<file path="src/rtl/multicycle_ctrl.sv">
// multicycle_ctrl -- control FSM for the multicycle RV32 subset datapath
// (lh, sh, andi, bne).
//
// Sequences FETCH -> DECODE -> EXEC -> MEM -> WB and drives every datapath
// enable. It handshakes with the instruction and data memories, aborts a
// stalled access after TIMEOUT_CYCLES wait cycles, and counts retired
// instructions.
//
// Optional feature, enabled by the macro ILLEGAL_TRAP_EN:
//   When defined, an illegal instruction seen in DECODE parks the FSM in TRAP.
//   TRAP holds every enable at 0 and is left only by reset. When undefined,
//   illegal instructions retire as NOPs.
//
// Ports
//   clk, rst_n          clock (rising edge), async active-low reset
//   opcode, funct3      instruction fields from the instruction register
//   alu_zero            ALU zero flag (rs1 - rs2 == 0)
//   imem_ready          instruction memory data valid
//   dmem_ready          data memory read data valid / write accepted
//   imem_req            instruction fetch request
//   ir_we, pc_we        instruction register / PC write strobes
//   pc_src              0: PC+4, 1: old_pc + branch immediate
//   alu_op              00 add, 01 sub, 10 and
//   alu_src_imm         ALU operand B = immediate
//   dmem_req, dmem_we   data memory request / write (sh)
//   reg_we, mem_to_reg  register write enable / writeback from memory
//   bus_err             one-cycle pulse after a memory timeout abort
//   retired             retired-instruction count (wraps)
//
// Timing notes
//   Level outputs (requests, ALU controls, reg_we, mem_to_reg, bus_err) are
//   registered from the next state. They are therefore 0 during reset, and
//   imem_req rises on the first clock edge after reset is released.
//   ir_we, pc_we and pc_src are completion strobes. They combine the
//   registered request (or state) with imem_ready/alu_zero in the same cycle.
//   This lets a single-cycle fetch or branch complete without a bubble.
module multicycle_ctrl #(
  parameter int TIMEOUT_CYCLES = 255,
  parameter int TO_W           = 8,
  parameter int RET_W          = 32
) (
  input  logic             clk,
  input  logic             rst_n,
  input  logic [6:0]       opcode,
  input  logic [2:0]       funct3,
  input  logic             alu_zero,
  input  logic             imem_ready,
  input  logic             dmem_ready,
  output logic             imem_req,
  output logic             ir_we,
  output logic             pc_we,
  output logic             pc_src,
  output logic [1:0]       alu_op,
  output logic             alu_src_imm,
  output logic             dmem_req,
  output logic             dmem_we,
  output logic             reg_we,
  output logic             mem_to_reg,
  output logic             bus_err,
  output logic [RET_W-1:0] retired
);

`ifdef ILLEGAL_TRAP_EN
  typedef enum logic [2:0] {FETCH, DECODE, EXEC, MEM, WB, TRAP} state_t;
`else
  typedef enum logic [2:0] {FETCH, DECODE, EXEC, MEM, WB} state_t;
`endif

  typedef enum logic [2:0] {K_ILL, K_LH, K_SH, K_ANDI, K_BNE} kind_t;

  state_t          state, state_n;
  kind_t           kind, kind_dec, kind_n;
  logic [TO_W-1:0] tcnt;
  logic            i_wait, d_wait, tmo, retire, br_take;

  // Instruction class. The instruction register is valid from DECODE on.
  always_comb begin
    kind_dec = K_ILL;
    case ({opcode, funct3})
      {7'b0000011, 3'b001}: kind_dec = K_LH;
      {7'b0100011, 3'b001}: kind_dec = K_SH;
      {7'b0010011, 3'b111}: kind_dec = K_ANDI;
      {7'b1100011, 3'b001}: kind_dec = K_BNE;
      default:              kind_dec = K_ILL;
    endcase
  end

  // The class is latched on leaving DECODE. Outputs for EXEC are registered
  // on that same edge, so they use the live decode.
  assign kind_n = (state == DECODE) ? kind_dec : kind;

  // A wait cycle is a request without ready. Ready outside a request is
  // ignored because the requests are registered.
  assign i_wait = imem_req & ~imem_ready;
  assign d_wait = dmem_req & ~dmem_ready;
  // Abort at the end of wait cycle TIMEOUT_CYCLES. Ready in that same cycle
  // clears the wait, so ready wins.
  assign tmo    = (i_wait | d_wait) && (tcnt == TO_W'(TIMEOUT_CYCLES - 1));

  always_comb begin
    state_n = state;
    retire  = 1'b0;
    case (state)
      FETCH: begin
        if (imem_req && imem_ready) state_n = DECODE;
        else if (tmo)               state_n = FETCH;
      end
      DECODE: begin
        if (kind_dec == K_ILL) begin
`ifdef ILLEGAL_TRAP_EN
          state_n = TRAP;
`else
          state_n = FETCH;
          retire  = 1'b1;
`endif
        end else begin
          state_n = EXEC;
        end
      end
      EXEC: begin
        case (kind)
          K_LH, K_SH: state_n = MEM;
          K_ANDI:     state_n = WB;
          default: begin
            state_n = FETCH;
            retire  = 1'b1;
          end
        endcase
      end
      MEM: begin
        if (dmem_req && dmem_ready) begin
          if (kind == K_SH) begin
            state_n = FETCH;
            retire  = 1'b1;
          end else begin
            state_n = WB;
          end
        end else if (tmo) begin
          state_n = FETCH;
        end
      end
      WB: begin
        state_n = FETCH;
        retire  = 1'b1;
      end
`ifdef ILLEGAL_TRAP_EN
      TRAP: state_n = TRAP;
`endif
      default: state_n = FETCH;
    endcase
  end

  always_ff @(posedge clk or negedge rst_n) begin
    if (!rst_n) begin
      state       <= FETCH;
      kind        <= K_ILL;
      tcnt        <= '0;
      retired     <= '0;
      imem_req    <= 1'b0;
      alu_op      <= 2'b00;
      alu_src_imm <= 1'b0;
      dmem_req    <= 1'b0;
      dmem_we     <= 1'b0;
      reg_we      <= 1'b0;
      mem_to_reg  <= 1'b0;
      bus_err     <= 1'b0;
    end else begin
      state <= state_n;
      kind  <= kind_n;
      // The counter is non-zero only while waiting. It therefore restarts
      // from 0 on every entry to FETCH or MEM.
      tcnt  <= ((i_wait || d_wait) && !tmo) ? tcnt + 1'b1 : '0;
      if (retire) retired <= retired + 1'b1;

      imem_req    <= (state_n == FETCH);
      alu_op      <= 2'b00;
      alu_src_imm <= 1'b0;
      if (state_n == EXEC) begin
        case (kind_n)
          K_ANDI: begin
            alu_op      <= 2'b10;
            alu_src_imm <= 1'b1;
          end
          K_BNE: begin
            alu_op      <= 2'b01;
            alu_src_imm <= 1'b0;
          end
          default: begin
            alu_op      <= 2'b00;
            alu_src_imm <= 1'b1;
          end
        endcase
      end
      dmem_req   <= (state_n == MEM);
      dmem_we    <= (state_n == MEM) && (kind_n == K_SH);
      reg_we     <= (state_n == WB);
      mem_to_reg <= (state_n == WB) && (kind_n == K_LH);
      bus_err    <= tmo;
    end
  end

  // Completion strobes. Both are 0 in reset: imem_req is 0 and the state is
  // FETCH.
  assign ir_we   = (state == FETCH) & imem_req & imem_ready;
  assign br_take = (state == EXEC) & (kind == K_BNE) & ~alu_zero;
  assign pc_we   = ir_we | br_take;
  assign pc_src  = br_take;

endmodule

</file>
<file path="config.mk">
export PLATFORM = sky130hd
export DESIGN_NAME = multicycle_ctrl
export DESIGN_NICKNAME = d
export VERILOG_FILES = /design/src/rtl/multicycle_ctrl.sv
export SDC_FILE = /design/constraint.sdc
export NUM_CORES = 1
export LEC_CHECK = 0
export BUFFER_PORTS_ARGS = -buffer_cell sky130_fd_sc_hd__buf_2
export CORE_MARGIN = 4
export CORE_UTILIZATION = 55
export CTS_BUF_LIST = sky130_fd_sc_hd__clkbuf_4 sky130_fd_sc_hd__clkbuf_8 sky130_fd_sc_hd__clkbuf_16
export CTS_CLUSTER_DIAMETER = 120
export CTS_CLUSTER_SIZE = 25
export DETAILED_ROUTE_END_ITERATION = 10
export GPL_ROUTABILITY_DRIVEN = 0
export PLACE_DENSITY_LB_ADDON = 0.08
export SLEW_MARGIN = 20
export SYNTH_ARGS = -nofsm -noshare
export SYNTH_HDL_FRONTEND = slang
export SYNTH_SLANG_ARGS = --single-unit
</file>
<file path="constraint.sdc">
create_clock -name clk -period 2.4 [get_ports clk]
set_input_delay 0.36 -clock clk [delete_from_list [all_inputs] [get_ports clk]]
set_output_delay 0.36 -clock clk [all_outputs]
set_load 0.02 [all_outputs]
</file>
==> results.cfg, run 1 <==
[synthesis]
netlist_instances = 258
synth.avg_cell_area_sq_um = 11.2
yosys_most_used_dff = dfrtp_1
async_reset_ff_share_pct = 100
yosysUniqueCellTypes = 44
synth_nets = 276
synth-seq-cells = 55
synthTopCellsByCount = dfrtp_1, xor2_1, nand2_1
yosysWarnings = 0
synth-edff-count = 0
synth_most_common_cell = dfrtp_1
syn_area_sq_mm = 0.00288
synth_area_leaders = dfrtp_1, xor2_1, a2111oi_4, a2111oi_2, a211oi_1
yosysTopAreaCellShare_pct = 47.8
yosysTopAreaCell = dfrtp_1
yosysSeqAreaShare_pct = 47.8

[clock_network]
cts_buffer_depth = 2
cts_buffers = 5
cts_max_level = 2
ctsResizeCount = 0
clock-sinks = 55
clock_latency_ps = 300
path_clk_slew_ps = 90
cts_setup_buffers = 0
cts_tree = yes
root_buffer = clkbuf_8

[place]
dpl_cell_area_sq_mm = 0.00326
dp.cells = 380
hpwl_mm = 4.11
portBuffers = 58

[timing]
max_freq_mhz = 465
relSlewSlack_pct = 51.8
post-route-period-util_pct = 89.5
rsz0062_at_grt = no
worst_clock_skew_ps = 11.6
slew_violations = 0
min_period_ps = 2150
finalSetupViolations = 0
tightest_slew_ps = 721
timing.hold.ws_ps = 391
finalSetupTns_ps = 0
hold_viol = 0

[grt]
grt_pass1_wl_mm = 9.59
overflow = 0
grt_max_degree = 32
antenna_found_initial = 0
grt_use_total_pct = 19.2
grt_pass1_vias = 2002

[setup_path]
start_kind = flip-flop
rr_startpoint = state[0]
path_class = flip-flop to output pin
r2r_setup_slack_ps = 320
crit_required_ps = 2040
worst_setup_path_end_kind = output pin
reg2reg_depth = 6
path_max_fanout = 5
r2r-end = retired[23]
crit_start = state[0]
cp_data_arrival_time_ps = 1790

[final_layout]
reg_top3 = retired: 32 flops, tcnt: 8 flops
layout-drive-gt1-share_pct = 28.0
largest_register_ffs = 32
stdcell_count = 388
num_antenna_cells = 0
syn2layout_area_growth_pct = 17.2
postLayoutCellArea_sq_mm = 0.00338
regMostFlops = retired
nets = 336

[floorplan]
fp.dieW_um = 80.4
dieArea_sq_mm = 0.00646
rows = 26
ioPinCount = 59
coreArea_sq_mm = 0.00511
fp.dieH_um = 80.4
start_util_pct = 56.4

[power_and_ir_drop]
ir_drop_mv = 0.841
p_per_area_mw_per_mm2 = 677
p_leak_nw = 1.34

[min_path]
min_to = bus_err
hold_class = input pin to flip-flop
hold_depth = 3
min_from = imem_ready

[routing]
totalWireLength_mm = 5.65
vias = 2143
vias_per_cell = 5.52
drt_iter0_drc = 107
wl_per_cell_um = 14.6
drt_first_pass_iters = 5
drc = 0
drtAntennaViolNets = 0

[outcome]
status = completed

[job]
max-cap-violations = 0
## worst max-delay path, cell delays in order, from the launching register on
cell and delay [ps]:
dfrtp_1 420, or3b_1 450, nor3_2 160, and3b_1 200, or2_2 100, buf_2 150
## worst max-delay path by stage
stage / to
after floorplan: retired[23]
after global placement: retired[29]
after detailed placement: retired[23]
after CTS: pc_we
after global routing: retired[23]
final: pc_we
## power by group
part / total, W / switching (W) / internal (W) / leakage, nW
Combinational: 0.000561 / 0.000364 / 0.000197 / 0.651
Sequential: 0.00113 / 0.000116 / 0.00101 / 0.635
Clock: 0.000598 / 0.000281 / 0.000318 / 0.0547
## timing repair
action,CTS,global route
endpoints found under the setup margin,0,0
endpoints found under the hold margin,17,0
hold buffers,1,0
## metrics by stage
| step | total power [W] | setup WS, ps | util (%) |
|---|---|---|---|
| 4_1_cts | 0.00231 | 225 | 66.1 |
| 2_1_floorplan | 0.00151 | 449 | - |
| 6_report | 0.00229 | 251 | 66.1 |
| 3_3_place_gp | 0.00170 | 402 | 63.8 |
| 5_1_grt | 0.00242 | 159 | 66.1 |
| 3_5_place_dp | 0.00171 | 340 | 63.8 |
## layout by cell type, fill, tap and decap left out, types with 4 or more instances in the layout
cell type,n
clkbuf_8,5
nand3_1,15
nand4_1,10
a211oi_1,14
xor2_1,31
dfrtp_1,55
nand2b_1,7
a2111oi_4,5
inv_1,10
a21oi_1,6
nand2_1,20
buf_4,4
nor2_1,9
buf_2,58
or3_1,4
xnor2_1,7
a2111oi_2,8
and3_1,9
## per-layer routing
metal	vias to the layer above	global-route usage [%]	routed length (um)
li1	1054	-	-
met3	5	3.92	248
met5	-	0	0
met2	44	28.4	2580
met1	1040	27.8	2760
met4	0	6.76	59
## cells by family (layout without fill, tap and decap cells)
group,count (synthesis),after routing,share of synthesized area [%]
mux,1,1,0.391
flops,55,55,47.8
compound gates,44,44,16.9
fa+ha+maj,3,3,1.30
simple gates,96,96,18.7
buf+inv,21,81,3.43
xor+xnor,38,38,11.6
## final cells by class
class,instances,area [sq um]
clock buffer,6,76.3
clock inverter,1,30.0
fill,409,1730
inverter,10,37.5
multi-input combinational,182,1420
sequential,55,1380
tap,70,87.6
timing repair buffer,64,350
Note: power is estimated with default switching activity, not from simulation.
==> inputs of run 2 (changes only) <==
--- a/config.mk
+++ b/config.mk
@@ -5,9 +5,10 @@
 export SDC_FILE = /design/constraint.sdc
 export NUM_CORES = 1
 export LEC_CHECK = 0
+export ABC_AREA = 1
 export BUFFER_PORTS_ARGS = -buffer_cell sky130_fd_sc_hd__buf_2
 export CORE_MARGIN = 4
-export CORE_UTILIZATION = 55
+export CORE_UTILIZATION = 56
 export CTS_BUF_LIST = sky130_fd_sc_hd__clkbuf_4 sky130_fd_sc_hd__clkbuf_8 sky130_fd_sc_hd__clkbuf_16
 export CTS_CLUSTER_DIAMETER = 120
 export CTS_CLUSTER_SIZE = 25
==> run 2 against run 1 <==
  * Clock power fell by 8.4%
  * Combinational power fell by 29%
  * Via count rose by 57%
  * Die area rose by 15%
  * Non-clock buffer count fell by 2
  * First-iteration DRC count rose by 100%
  * Power fell by 13%
  * Routed wire length rose by 49%
  * Global-route usage rose by 4.8 points
  * Utilization fell by 0.78 points
==> results.cfg, run 2 <==
[timing]
post-route-period-util_pct = 78.6
tightest_slew_ps = 702
timing.hold.ws_ps = 148
finalSetupViolations = 0
min_period_ps = 1890
slew_violations = 0
max_freq_mhz = 530
rsz0062_at_grt = no
worst_clock_skew_ps = 6.90
finalSetupTns_ps = 0
relSlewSlack_pct = 53.2
hold_viol = 0

[clock_network]
root_buffer = clkbuf_8
cts_tree = yes
ctsResizeCount = 0
cts_max_level = 2
path_clk_slew_ps = 100
clock_latency_ps = 320
cts_buffer_depth = 2
clock-sinks = 55
hold_buffers = 0
cts_buffers = 5
cts_setup_buffers = 0

[setup_path]
crit_required_ps = 2620
worst_setup_path_end_kind = flip-flop
path_max_fanout = 7
path_class = flip-flop to flip-flop
cp_data_arrival_time_ps = 2110
start_kind = flip-flop
slowest_delay_ps = 440
cp_slowest_cell = dfrtp_1
crit_chain = ha_1 -> nand3_1 -> inv_2 -> nand2_1 -> nor2_1 -> nand2_1 -> nand2_1 -> nand2_1 -> nand2_1 -> nand2_1
path_common_cell = nand2_1

[grt]
grt_max_degree = 56
overflow = 0
antenna_found_initial = 0
grt_pass1_vias = 3115
grt_use_total_pct = 24.0
grt_pass1_wl_mm = 14.3

[place]
hpwl_mm = 6.30
portBuffers = 58

[synthesis]
synth_area_leaders = dfrtp_1, nand2_1, nand3_1, nor2_1, inv_1
yosysUniqueCellTypes = 26
synth-edff-count = 0
synth_nets = 516
yosysSeqAreaShare_pct = 40.2
synth_most_common_cell = nand2_1
yosys_most_used_dff = dfrtp_1
syn_area_sq_mm = 0.00342
yosysTopAreaCell = dfrtp_1
synth.avg_cell_area_sq_um = 6.87
synth-seq-cells = 55
async_reset_ff_share_pct = 100
synthTopCellsByCount = nand2_1, nor2_1, nand3_1
netlist_instances = 498
yosysTopAreaCellShare_pct = 40.2
yosysWarnings = 0

[floorplan]
rows = 28
start_util_pct = 57.8
ioPinCount = 59
coreArea_sq_mm = 0.00592
fp.dieH_um = 86.2
fp.dieW_um = 86.2
dieArea_sq_mm = 0.00743

[final_layout]
syn2layout_area_growth_pct = 13.1
nets = 575
mostFrequentLayoutCells = nand2_1, nor2_1, nand3_1
regMostFlops = retired
reg_top3 = retired: 32 flops, tcnt: 8 flops
final_common_cell = nand2_1
layout-drive-gt1-share_pct = 16.1
largest_register_ffs = 32
num_antenna_cells = 0
fillCellCount = 532

[power_and_ir_drop]
p_leak_nw = 2.05
p_per_area_mw_per_mm2 = 515
ir_drop_mv = 0.391

[routing]
vias = 3371
vias_per_cell = 5.33
drc = 0
wl_per_cell_um = 13.3
drt_first_pass_iters = 5
drtAntennaViolNets = 0
drt_iter0_drc = 215
totalWireLength_mm = 8.43

[min_path]
hold_class = input pin to asynchronous set/reset pin

[job]
max-cap-violations = 0

[outcome]
status = completed
run 2: changes by cell type after synthesis, moves of 8 or more:
cell | previous run | this run
a2111oi_2 | 8 | 0
nor2_1 | 9 | 73
inv_2 | 0 | 8
a211oi_1 | 14 | 0
inv_1 | 10 | 35
nand3_1 | 15 | 61
and3_1 | 9 | 0
xor2_1 | 31 | 13
nand2_1 | 20 | 190
run 2: cells by family (layout without fill, tap and decap cells):
logic type | Yosys count | after routing | synth area share, %
xor gates and xnor gates | 24 | 24 | 6.14
DFF | 55 | 55 | 40.2
AOI/OAI and AO/OA | 7 | 7 | 1.21
and+or+nand+nor | 356 | 356 | 44.9
buffers and inverters | 53 | 113 | 6.47
adders and majority gates | 3 | 3 | 1.10
run 2: worst max-delay path: cells and delay by family, from the launching register on:
kind                     cells  cell delay (ps)
AND/OR/NAND/NOR              8              900
flip-flops                   1              440
adder cells (fa/ha/maj)      1              350
buffers and inverters        1              100
run 2: through the flow:
stage	std cells	instance area, sq um	power [W]	setup slack, ps	util [%]
floorplan	498	3420	0.00132	616	-
global placement	625	3780	0.00144	611	63.8
detailed placement	625	3780	0.00146	576	63.8
CTS	633	3870	0.00200	523	65.3
global route	633	3870	0.00210	365	65.3
finish	633	3870	0.00199	514	65.3
run 2: power by group:
part           switching [W]  internal (W)
registers          0.0000733      0.000975
logic               0.000272      0.000124
clock network       0.000326      0.000222
total               0.000671       0.00132
run 2: final timing paths:
kind / from / endpoint / slack, ps / cells after the start
max: retired[0] / retired[26] / 510 / 10
min: rst_n / retired[4] / 150 / 2
max reg2reg: retired[0] / retired[26] / 510 / 10
min reg2reg: tcnt[5] / tcnt[5] / 560 / 2
max in group asynchronous: rst_n / retired[21] / 1770 / 2
min in group clk: opcode[6] / alu_op[0] / 290 / 3
run 2: layout make-up:
type,count,area (sq um),area share [%]
clock buffer,6,76.3,1.97
clock inverter,2,16.3,0.420
inverter,43,161,4.17
multi-input combinational,390,1820,47.2
sequential,55,1380,35.6
tap,75,93.8,2.43
timing repair buffer,62,320,8.28
run 2: per-layer routing:
| metal | up-vias | track usage (%) | share of wire, % | routed length (um) |
|---|---|---|---|---|
| li1 | 1683 | - | - | - |
| met2 | 131 | 38.0 | 45 | 3840 |
| met1 | 1543 | 34.5 | 47 | 3920 |
| met3 | 14 | 4.09 | 6.8 | 569 |
| met5 | - | 0 | 0 | 0 |
| met4 | 0 | 5.81 | 1.2 | 103 |
==> inputs of run 3 (changes only) <==
--- a/config.mk
+++ b/config.mk
@@ -8,7 +8,7 @@
 export ABC_AREA = 1
 export BUFFER_PORTS_ARGS = -buffer_cell sky130_fd_sc_hd__buf_2
 export CORE_MARGIN = 4
-export CORE_UTILIZATION = 56
+export CORE_UTILIZATION = 51
 export CTS_BUF_LIST = sky130_fd_sc_hd__clkbuf_4 sky130_fd_sc_hd__clkbuf_8 sky130_fd_sc_hd__clkbuf_16
 export CTS_CLUSTER_DIAMETER = 120
 export CTS_CLUSTER_SIZE = 25
==> constraint.sdc (replaced) <==
create_clock -name clk -period 1.7 [get_ports clk]
set_input_delay 0.255 -clock clk [delete_from_list [all_inputs] [get_ports clk]]
set_output_delay 0.255 -clock clk [all_outputs]
set_load 0.02 [all_outputs]
==> run 3 against run 2 <==
  * Non-clock buffer count increased by 34
  * Sequential power increased by 42%
  * Flip-flop and latch count unchanged
  * Power increased by 54%
  * Cell area increased by 18%
  * Largest cell class unchanged
  * Highest routed layer unchanged
  * Sequential share of layout area decreased by 5.3 points
  * Cell count increased by 5.8%
  * Critical path depth decreased by 1
  * Global-route usage decreased by 1.8 points
  * Worst setup slack got worse by 510 ps
==> results.cfg, run 3 (synthesis gave the netlist of run 2 again) <==
[setup_path]
worst_setup_path_end_kind = flip-flop
start_kind = flip-flop
path_common_cell = buf_6
path_class = flip-flop to flip-flop
crit_required_ps = 1910
cp_data_arrival_time_ps = 1900
path_max_fanout = 8
cp_slowest_cell = dfrtp_1
slowest_delay_ps = 410
crit_chain = buf_6 -> buf_6 -> nor3_4 -> buf_6 -> nand4_4 -> buf_12 -> clkbuf_16 -> nand3_1 -> nand2_1

[timing]
relSlewSlack_pct = 67.7
worst_clock_skew_ps = 5.68
max_freq_mhz = 591
timing.final.ws_setup_ps = 7.12
tightest_slew_ps = 485
finalSetupViolations = 0
min_period_ps = 1690
post-route-period-util_pct = 99.6
hold_viol = 0
rsz0062_at_grt = yes
slew_violations = 0

[clock_network]
cts_buffer_depth = 2
cts_buffers = 5
clock_latency_ps = 310
cts_tree = yes
clock-sinks = 55
root_buffer = clkbuf_8
cts_max_level = 2
path_clk_slew_ps = 100

[routing]
wl_met3_um = 644
drtAntennaViolNets = 0
drt_first_pass_iters = 5
wl_met2_mm = 4.46
wl_per_cell_um = 14.3
drc = 0
vias_per_cell = 5.33
drt_iter0_drc = 244
wl_met1_mm = 4.39
topRoutingLayerUsed = met4
totalWireLength_mm = 9.60
vias = 3572

[floorplan]
start_util_pct = 53.3
ioPinCount = 59
rows = 29
fp.dieH_um = 89.9
coreArea_sq_mm = 0.00642
dieArea_sq_mm = 0.00808
fp.dieW_um = 89.9

[final_layout]
reg_top3 = retired: 32 flops, tcnt: 8 flops
utilization_pct = 71.2
syn2layout_area_growth_pct = 33.6
regMostFlops = retired
num_antenna_cells = 0
layout-drive-gt1-share_pct = 29.5
nets = 610
largest_register_ffs = 32
mostFrequentLayoutCells = nand2_1, nor2_1, buf_2
final_common_cell = nand2_1
fillCellCount = 502

[grt]
grt_use_total_pct = 22.2
overflow = 0
grt_pass1_vias = 3236
antenna_found_initial = 0
grt_max_degree = 37
grt_pass1_wl_mm = 15.1

[power_and_ir_drop]
p_leak_nw = 2.34
ir_drop_mv = 0.320
p_per_area_mw_per_mm2 = 672

[place]
hpwl_mm = 6.57
portBuffers = 58
pre_cts_slack_ps = -299

[job]
max-cap-violations = 0

[min_path]
hold_class = input pin to flip-flop

[outcome]
status = completed
run 3: changes by cell type in the layout (fill, tap and decap cells not counted), moves of 4 or more:
cell     before  now
buf_12        0    6
buf_4         4   22
buf_6         0    7
dfrtp_1      55   50
dfrtp_2       0    5
nand2_1     190  185
nand2_2       0    5
nand3_1      61   30
nand3_2       2   31
nor2_1       73   66
nor2_4        0    4
run 3: report_power, final:
group          total, W  switching [W]  internal (W)
combinational  0.000829       0.000476      0.000354
clock          0.000751       0.000445      0.000306
sequential      0.00149       0.000112       0.00138
run 3: layout make-up:
class | instances | area (sq um) | share of cell area (%)
multi-input combinational | 391 | 2110 | 46.1
sequential | 55 | 1380 | 30.2
timing repair buffer | 96 | 734 | 16.1
inverter | 43 | 164 | 3.58
tap | 77 | 96.3 | 2.11
clock buffer | 6 | 76.3 | 1.67
clock inverter | 2 | 12.5 | 0.274
run 3: per-layer routing:
layer / vias to the layer above / global-route usage [%]
met5: - / 0
met4: 0 / 3.83
met3: 16 / 3.42
met2: 131 / 35.4
met1: 1675 / 32.4
li1: 1750 / -
run 3: through the flow:
step	hold WS [ps]	total power [W]	cells	TNS [ps]	instance area, sq um
floorplan	-40.6	0.00187	498	0	3420
global route	222	0.00322	670	-1780	4570
detailed placement	238	0.00210	645	-9080	3930
CTS	203	0.00286	659	0	4120
global placement	236	0.00208	645	-6030	3930
finish	210	0.00307	670	0	4570
run 3: critical path, delay by kind of cell, from the launching register on:
family,cells,cell delay (ps)
buffers and inverters,5,730
AND/OR/NAND/NOR,4,450
flip-flops,1,410
run 3: path summary, 6_finish.rpt:
kind                          endpoint  slack [ps]  depth (start not counted)  startpoint
max                        retired[16]           7                          9    state[2]
min                          alu_op[0]         210                          3   opcode[6]
max reg2reg                retired[16]           7                          9    state[2]
min reg2reg                    tcnt[0]         560                          1     tcnt[0]
max in group asynchronous  retired[20]         700                          3       rst_n
min in group asynchronous      tcnt[0]         430                          2       rst_n
run 3: repair_timing:
action | 4_1_cts | 5_1_grt
setup buffers | 6 | 7
resized for setup | 10 | 68
gates cloned | 0 | 4
endpoints found under the setup margin | 35 | 38
pin swaps | 3 | 31
hold buffers | 1 | 0
hold endpoints to repair | 19 | 0
